<file path="config.mk">
export PLATFORM = sky130hd
export DESIGN_NAME = ctrl_pipe
export DESIGN_NICKNAME = d
export VERILOG_FILES = /design/src/rtl/ctrl_pipe.sv
export SDC_FILE = /design/constraint.sdc
export NUM_CORES = 1
export LEC_CHECK = 0
export CELL_PAD_IN_SITES_DETAIL_PLACEMENT = 1
export CELL_PAD_IN_SITES_GLOBAL_PLACEMENT = 2
export CORE_AREA = 2 2 90 92
export DETAILED_ROUTE_END_ITERATION = 16
export DIE_AREA = 0 0 92 94
export PLACE_DENSITY_LB_ADDON = 0.08
export SETUP_SLACK_MARGIN = 0.05
export SLEW_MARGIN = 25
export SYNTH_ARGS = -nofsm -noshare
export SYNTH_HDL_FRONTEND = slang
export SYNTH_SLANG_ARGS = --single-unit
</file>
<file path="constraint.sdc">
create_clock -name clk -period 2.4 [get_ports clk]
set_input_delay 0.48 -clock clk [delete_from_list [all_inputs] [get_ports clk]]
set_output_delay 0.48 -clock clk [all_outputs]
set_load 0.02 [all_outputs]
</file>
<file path="src/rtl/ctrl_pipe.sv">
// rtl/ctrl_pipe.sv - ID/EX, EX/MEM, MEM/WB control pipeline with load-use stall and flush generation
//
// Purpose:
//   Receives the opcode decoder's control word and register fields for the
//   instruction in ID. Carries them through the ID/EX, EX/MEM and MEM/WB
//   registers. Generates the PC and IF/ID enables and the IF/ID flush, so that
//   downstream stages see all-zero bubbles where the pipeline requires them.
//
// Ports:
//   clk, reset                    - rising-edge clock, synchronous active-high reset
//   id_*                          - decoder controls and register fields for the ID instruction
//   branch_taken                  - branch in MEM resolved taken
//   pc_write, ifid_write          - PC and IF/ID enables; low while a load-use stall is held
//   ifid_flush                    - zero IF/ID on the next edge (jump in ID or taken branch)
//   ex_*                          - ID/EX register outputs
//   mem_*                         - EX/MEM register outputs
//   wb_*                          - MEM/WB register outputs
module ctrl_pipe #(
    parameter int REG_W    = 5,
    parameter int ALUOP_W  = 5,
    parameter int LINK_REG = 31
) (
    input  logic               clk,
    input  logic               reset,
    input  logic               id_Jump,
    input  logic               id_Jal,
    input  logic               id_Branch,
    input  logic               id_MemRead,
    input  logic               id_MemWrite,
    input  logic               id_MemtoReg,
    input  logic               id_RegSrc,
    input  logic               id_RegDst,
    input  logic               id_RegWrite,
    input  logic               id_PCSrc,
    input  logic               id_ALUSrc,
    input  logic [ALUOP_W-1:0] id_AluOp,
    input  logic [REG_W-1:0]   id_rs,
    input  logic [REG_W-1:0]   id_rt,
    input  logic [REG_W-1:0]   id_rd,
    input  logic               branch_taken,
    output logic               pc_write,
    output logic               ifid_write,
    output logic               ifid_flush,
    output logic               ex_RegDst,
    output logic               ex_ALUSrc,
    output logic               ex_RegSrc,
    output logic               ex_PCSrc,
    output logic [ALUOP_W-1:0] ex_AluOp,
    output logic [REG_W-1:0]   ex_rs,
    output logic [REG_W-1:0]   ex_rt,
    output logic [REG_W-1:0]   ex_dst,
    output logic               mem_Branch,
    output logic               mem_MemRead,
    output logic               mem_MemWrite,
    output logic [REG_W-1:0]   mem_dst,
    output logic               mem_RegWrite,
    output logic               wb_MemtoReg,
    output logic               wb_RegWrite,
    output logic               wb_Jal,
    output logic [REG_W-1:0]   wb_dst
);

    // ID/EX register
    logic               r_ex_RegDst;
    logic               r_ex_ALUSrc;
    logic               r_ex_RegSrc;
    logic               r_ex_PCSrc;
    logic               r_ex_Branch;
    logic               r_ex_MemRead;
    logic               r_ex_MemWrite;
    logic               r_ex_MemtoReg;
    logic               r_ex_RegWrite;
    logic               r_ex_Jal;
    logic [ALUOP_W-1:0] r_ex_AluOp;
    logic [REG_W-1:0]   r_ex_rs;
    logic [REG_W-1:0]   r_ex_rt;
    logic [REG_W-1:0]   r_ex_dst;

    // EX/MEM register
    logic               r_mem_Branch;
    logic               r_mem_MemRead;
    logic               r_mem_MemWrite;
    logic               r_mem_MemtoReg;
    logic               r_mem_RegWrite;
    logic               r_mem_Jal;
    logic [REG_W-1:0]   r_mem_dst;

    // MEM/WB register
    logic               r_wb_MemtoReg;
    logic               r_wb_RegWrite;
    logic               r_wb_Jal;
    logic [REG_W-1:0]   r_wb_dst;

    logic               w_load_use;
    logic               w_stall;
    logic               w_idex_bubble;
    logic [REG_W-1:0]   w_id_dst;

    // Link writes go to the fixed link register regardless of RegDst.
    assign w_id_dst = id_RegSrc ? REG_W'(LINK_REG) :
                      id_RegDst ? id_rd : id_rt;

    // A load in EX whose destination is read by the ID instruction. Register 0
    // is never a real dependency.
    assign w_load_use = r_ex_MemRead &&
                        ((r_ex_dst == id_rs) || (r_ex_dst == id_rt)) &&
                        (r_ex_dst != '0);

    // A taken branch squashes the dependent instruction, so the stall is moot.
    assign w_stall       = w_load_use && !branch_taken;
    assign w_idex_bubble = w_stall || branch_taken;

    // While reset is held the front end is left free-running and unflushed.
    assign pc_write   = reset || !w_stall;
    assign ifid_write = reset || !w_stall;
    assign ifid_flush = !reset &&
                        (branch_taken || ((id_Jump || id_PCSrc) && !w_stall));

    always_ff @(posedge clk) begin
        if (reset) begin
            r_ex_RegDst    <= 1'b0;
            r_ex_ALUSrc    <= 1'b0;
            r_ex_RegSrc    <= 1'b0;
            r_ex_PCSrc     <= 1'b0;
            r_ex_Branch    <= 1'b0;
            r_ex_MemRead   <= 1'b0;
            r_ex_MemWrite  <= 1'b0;
            r_ex_MemtoReg  <= 1'b0;
            r_ex_RegWrite  <= 1'b0;
            r_ex_Jal       <= 1'b0;
            r_ex_AluOp     <= '0;
            r_ex_rs        <= '0;
            r_ex_rt        <= '0;
            r_ex_dst       <= '0;
            r_mem_Branch   <= 1'b0;
            r_mem_MemRead  <= 1'b0;
            r_mem_MemWrite <= 1'b0;
            r_mem_MemtoReg <= 1'b0;
            r_mem_RegWrite <= 1'b0;
            r_mem_Jal      <= 1'b0;
            r_mem_dst      <= '0;
            r_wb_MemtoReg  <= 1'b0;
            r_wb_RegWrite  <= 1'b0;
            r_wb_Jal       <= 1'b0;
            r_wb_dst       <= '0;
        end else begin
            if (w_idex_bubble) begin
                r_ex_RegDst   <= 1'b0;
                r_ex_ALUSrc   <= 1'b0;
                r_ex_RegSrc   <= 1'b0;
                r_ex_PCSrc    <= 1'b0;
                r_ex_Branch   <= 1'b0;
                r_ex_MemRead  <= 1'b0;
                r_ex_MemWrite <= 1'b0;
                r_ex_MemtoReg <= 1'b0;
                r_ex_RegWrite <= 1'b0;
                r_ex_Jal      <= 1'b0;
                r_ex_AluOp    <= '0;
                r_ex_rs       <= '0;
                r_ex_rt       <= '0;
                r_ex_dst      <= '0;
            end else begin
                r_ex_RegDst   <= id_RegDst;
                r_ex_ALUSrc   <= id_ALUSrc;
                r_ex_RegSrc   <= id_RegSrc;
                r_ex_PCSrc    <= id_PCSrc;
                r_ex_Branch   <= id_Branch;
                r_ex_MemRead  <= id_MemRead;
                r_ex_MemWrite <= id_MemWrite;
                r_ex_MemtoReg <= id_MemtoReg;
                r_ex_RegWrite <= id_RegWrite;
                r_ex_Jal      <= id_Jal;
                r_ex_AluOp    <= id_AluOp;
                r_ex_rs       <= id_rs;
                r_ex_rt       <= id_rt;
                r_ex_dst      <= w_id_dst;
            end

            // The instruction in EX is on the wrong path when a branch in MEM is taken.
            if (branch_taken) begin
                r_mem_Branch   <= 1'b0;
                r_mem_MemRead  <= 1'b0;
                r_mem_MemWrite <= 1'b0;
                r_mem_MemtoReg <= 1'b0;
                r_mem_RegWrite <= 1'b0;
                r_mem_Jal      <= 1'b0;
                r_mem_dst      <= '0;
            end else begin
                r_mem_Branch   <= r_ex_Branch;
                r_mem_MemRead  <= r_ex_MemRead;
                r_mem_MemWrite <= r_ex_MemWrite;
                r_mem_MemtoReg <= r_ex_MemtoReg;
                r_mem_RegWrite <= r_ex_RegWrite;
                r_mem_Jal      <= r_ex_Jal;
                r_mem_dst      <= r_ex_dst;
            end

            // The branch itself completes, so MEM/WB always advances.
            r_wb_MemtoReg <= r_mem_MemtoReg;
            r_wb_RegWrite <= r_mem_RegWrite;
            r_wb_Jal      <= r_mem_Jal;
            r_wb_dst      <= r_mem_dst;
        end
    end

    assign ex_RegDst    = r_ex_RegDst;
    assign ex_ALUSrc    = r_ex_ALUSrc;
    assign ex_RegSrc    = r_ex_RegSrc;
    assign ex_PCSrc     = r_ex_PCSrc;
    assign ex_AluOp     = r_ex_AluOp;
    assign ex_rs        = r_ex_rs;
    assign ex_rt        = r_ex_rt;
    assign ex_dst       = r_ex_dst;
    assign mem_Branch   = r_mem_Branch;
    assign mem_MemRead  = r_mem_MemRead;
    assign mem_MemWrite = r_mem_MemWrite;
    assign mem_dst      = r_mem_dst;
    assign mem_RegWrite = r_mem_RegWrite;
    assign wb_MemtoReg  = r_wb_MemtoReg;
    assign wb_RegWrite  = r_wb_RegWrite;
    assign wb_Jal       = r_wb_Jal;
    assign wb_dst       = r_wb_dst;

endmodule

</file>
==> results by group <==
STA
  – Tightest Pin Transition: 0.482 ns
  – Clock skew after layout: roughly 0.008 ns
  – Final hold violation count: 0
  – RSZ-0062 raised after global routing: true
  – Final worst-path cycle share: between 90 and 100%
  – Max Clock Freq: 0.430 GHz
  – Setup TNS: 0 ns
  – Time the final worst path needs with I/O delays and setup: between 2 and 2.5 ns
  – Worst max-slew margin expressed relative to the limit: between 60 and 70%
  – Final-report max-slew violation count: 0
  – Final setup violation count: 0

Power
  – Total net switching power: about 0.46 mW
  – P_int: 1.21 mW
  – Combinational fraction of design power: around 17%
  – Sequential cell fraction of total power: around half
  – Maximum ir drop on the vdd rail: roughly 260 uV
  – Overall power: 1.66 mW
  – Clock power frac: a little under a third
  – Leakage Power: 1.07 nW
  – Power density over the cells: a little under 600 mW/mm2
  – Net switching fraction of the power: 27.5%

Cells and area
  – Number of antenna repair diodes: 0
  – Ratio of cells with drive above 1 in the final layout: a little over a quarter
  – Total number of nets in the final design: 291
  – Final Non-Filler Cells: 360
  – Post-layout util: 37.8%
  – Area grow syn2layout: 61.9%
  – Cell area after layout: 0.00288 mm2

Yosys
  – Post-synthesis instance total: 167
  – Share of Yosys cell area claimed by the top area cell type: 55.2%
  – Sequential-to-total area share from yosys stat: 55.2%
  – Largest cells by area after synthesis: sky130_fd_sc_hd__dfxtp_1 (55%), sky130_fd_sc_hd__a21oi_2 (14%), sky130_fd_sc_hd__nand2_1 (5.7%), sky130_fd_sc_hd__xnor2_1 (4.9%), sky130_fd_sc_hd__and2_1 (3.5%)
  – Unique masters post-synth: 22
  – Net count after synthesis: about 200
  – Synthesized area: 0.00178 mm2
  – Flip-flop and latch count after synthesis: between 40 and 50
  – Number of warnings printed during yosys synthesis: 0
  – Syn_area_per_cell: 10.6 um2
  – Leading area contributor after synthesis: sky130_fd_sc_hd__dfxtp_1

Detailed routing
  – Initial DRC Count: 39
  – Via-per-instance ratio: 3.99
  – Routed wire length: roughly 5000 um
  – Drt first pass iters: 4
  – Number of remaining DRC errors: 0
  – Total vias in the final route: between 1000 and 1500
  – Post-detailed-route count of antenna-violating nets: 0
  – Wire per inst: ~14 um

Clocking
  – Count of clock tree sinks: 49
  – Master cell of the clock root buffer: sky130_fd_sc_hd__clkbuf_8
  – CTS Buf Count: 5
  – Worst-skew pair later-pin latency: 0.31 ns
  – Hold_buf cts: 0
  – Clock-pin slew of the registers on the worst-case setup and hold paths: 0.10 ns
  – Clock tree from TritonCTS: yes
  – CTS H-tree lvls: 2
  – Maximum root-to-sink buffer count: 2

Placement
  – Half-perimeter wire length of the detailed placement result: 3570 um
  – Number of placed cells counting well taps: 351
  – Final estimated routing congestion in global placement: 0.740
  – Input/output buffers: 77
  – Standard cell area after detailed placement: 0.00275 mm2

Worst hold path
  – Hold Path Origin: r_ex_Jal$_SDFF_PP0_
  – Worst Hold Depth: 1
  – Path class of the lowest-slack min-delay path: register to register

Critical path
  – Launching instance or port of the critical path: ex_dst[1]$_SDFF_PP0_
  – Worst Path Arrival: 1.85 ns
  – Origin of the critical flop-to-flop path: ex_dst[0]$_SDFF_PP0_
  – Critical Path End Type: output port
  – Data required time of the critical path: roughly 1.9 ns
  – Length in cells of the worst reg-to-reg path: 5
  – Kind of critical path: register to output port
  – Kind of start point of the critical path: register
  – Critical path fanouts, max: 4

Floorplanning
  – Number of rows in the core area: 32
  – Vertical die dimension: about 94 um
  – Number of ports placed on the die boundary: 78
  – Core region area: 0.00761 mm2
  – Initial Utilization: 23.4%
  – Die X-Extent: 92 um
  – Area of the die: 0.00865 mm2

Job
  – Maxcap violations: 0

Outcome
  – Outcome: completed

GRT
  – Leftover overflow at the end of global routing: 0
  – Vias in the first global route: about 1400
  – Total GRT Usage: between 10% and 20%
  – Number of antenna violations at the first check in global routing: 0
  – First-pass GRT wire length: around 7800 um
  – Pin count of the biggest net entering global routing: 42
power by group through the flow:
stage | registers, mW | clock network, mW | logic (mW)
3_5_place_dp | 0.869 | 0 | 0.286
3_3_place_gp | 0.869 | 0 | 0.285
6_report | 0.849 | 0.527 | 0.287
5_1_grt | 0.854 | 0.598 | 0.310
4_1_cts | 0.850 | 0.564 | 0.291
2_1_floorplan | 0.900 | 0 | 0.0971
critical path: stages (launching register included):
cell	delay, ns
sky130_fd_sc_hd__dfxtp_1	0.32
sky130_fd_sc_hd__or4_1	0.54
sky130_fd_sc_hd__o21a_4	0.24
sky130_fd_sc_hd__a311oi_4	0.27
sky130_fd_sc_hd__buf_6	0.17
cells in the final DEF, fill, tap and decap left out:
cell type / instances
sky130_fd_sc_hd__buf_4: 19
sky130_fd_sc_hd__a21oi_2: 29
sky130_fd_sc_hd__mux2_2: 5
sky130_fd_sc_hd__clkbuf_8: 5
sky130_fd_sc_hd__or4_1: 1
sky130_fd_sc_hd__and2_2: 1
sky130_fd_sc_hd__inv_1: 1
sky130_fd_sc_hd__o21ai_0: 5
sky130_fd_sc_hd__inv_6: 1
sky130_fd_sc_hd__clkinv_4: 1
sky130_fd_sc_hd__o22ai_4: 1
sky130_fd_sc_hd__nor2_4: 1
sky130_fd_sc_hd__clkdlybuf4s50_1: 71
sky130_fd_sc_hd__nand3_2: 2
sky130_fd_sc_hd__and2_1: 10
sky130_fd_sc_hd__a21oi_1: 1
sky130_fd_sc_hd__nor3_1: 1
sky130_fd_sc_hd__dfxtp_1: 49
sky130_fd_sc_hd__nor2b_1: 8
sky130_fd_sc_hd__nand2_1: 27
sky130_fd_sc_hd__dlymetal6s2s_1: 3
sky130_fd_sc_hd__nand3_1: 1
sky130_fd_sc_hd__buf_2: 1
sky130_fd_sc_hd__a311oi_4: 1
sky130_fd_sc_hd__o21a_4: 1
sky130_fd_sc_hd__inv_8: 1
sky130_fd_sc_hd__buf_6: 1
sky130_fd_sc_hd__xnor2_1: 10
through the flow:
stage               hold WS [ns]  setup slack [ns]
finish                     0.435            0.0743
global route               0.450           0.00136
CTS                        0.438            0.0227
detailed placement         0.416            -0.461
global placement           0.409            -0.423
floorplan                  0.406             0.115
per-layer routing:
layer	vias to the layer above	wire [um]	global-route usage (%)
li1	722	-	-
met1	663	2170	15.0
met2	47	2380	18.4
met3	5	328	4.33
met4	0	70	4.48
met5	-	0	0
final timing paths:
path                                        endpoint  slack, ns
worst min register to register  r_mem_Jal$_SDFF_PP0_       0.43
worst max register to register  ex_dst[4]$_SDFF_PP0_       0.71
worst max-delay path                      ifid_flush       0.07
worst min-delay path            r_mem_Jal$_SDFF_PP0_       0.43
final cells by class:
class,count,area [um2]
Inverter,1,3.75
Multi-Input combinational cell,105,759
Timing Repair Buffer,95,907
Clock buffer,5,68.8
Sequential cell,49,981
Clock inverter,3,28.8
Tap cell,102,128
Fill cell,867,4730
flip-flops by register name (all words and copies together) (netlist names), 5 cells and up:
signal	flops
ex_AluOp	5
ex_dst	5
ex_rs	5
ex_rt	5
mem_dst	5
wb_dst	5
Yosys cell counts:
master and n:
sky130_fd_sc_hd__buf_6 3, sky130_fd_sc_hd__buf_4 1, sky130_fd_sc_hd__nand3_1 3, sky130_fd_sc_hd__nor3_1 1
sky130_fd_sc_hd__and2_2 1, sky130_fd_sc_hd__o21a_4 1, sky130_fd_sc_hd__xnor2_1 10, sky130_fd_sc_hd__dfxtp_1 49
sky130_fd_sc_hd__buf_2 3, sky130_fd_sc_hd__or4_1 1, sky130_fd_sc_hd__o21ai_0 5, sky130_fd_sc_hd__a21oi_2 29
sky130_fd_sc_hd__inv_1 1, sky130_fd_sc_hd__and2_1 10, sky130_fd_sc_hd__nand2_1 27, sky130_fd_sc_hd__o22ai_1 1
sky130_fd_sc_hd__nor2_1 1, sky130_fd_sc_hd__mux2_2 5, sky130_fd_sc_hd__a21oi_1 1, sky130_fd_sc_hd__a311oi_2 1
sky130_fd_sc_hd__clkbuf_1 5, sky130_fd_sc_hd__nor2b_1 8
what timing repair did:
| action | in CTS | in global routing |
|---|---|---|
| setup endpoints to repair | 3 | 3 |
| resized for setup | 16 | 5 |
| setup buffers | 0 | 1 |
| pin swaps | 2 | 4 |
cell families (layout without fill, tap and decap cells):
family | Yosys count | in the layout | share of synthesized area, %
AND/OR/NAND/NOR | 52 | 52 | 14.2
multiplexers | 5 | 5 | 3.17
AO/OA/AOI/OAI | 38 | 38 | 18.0
XOR/XNOR | 10 | 10 | 4.93
buffers and inverters | 13 | 104 | 4.44
flip-flops | 49 | 49 | 55.2
Power figures use the tool's default switching activity.
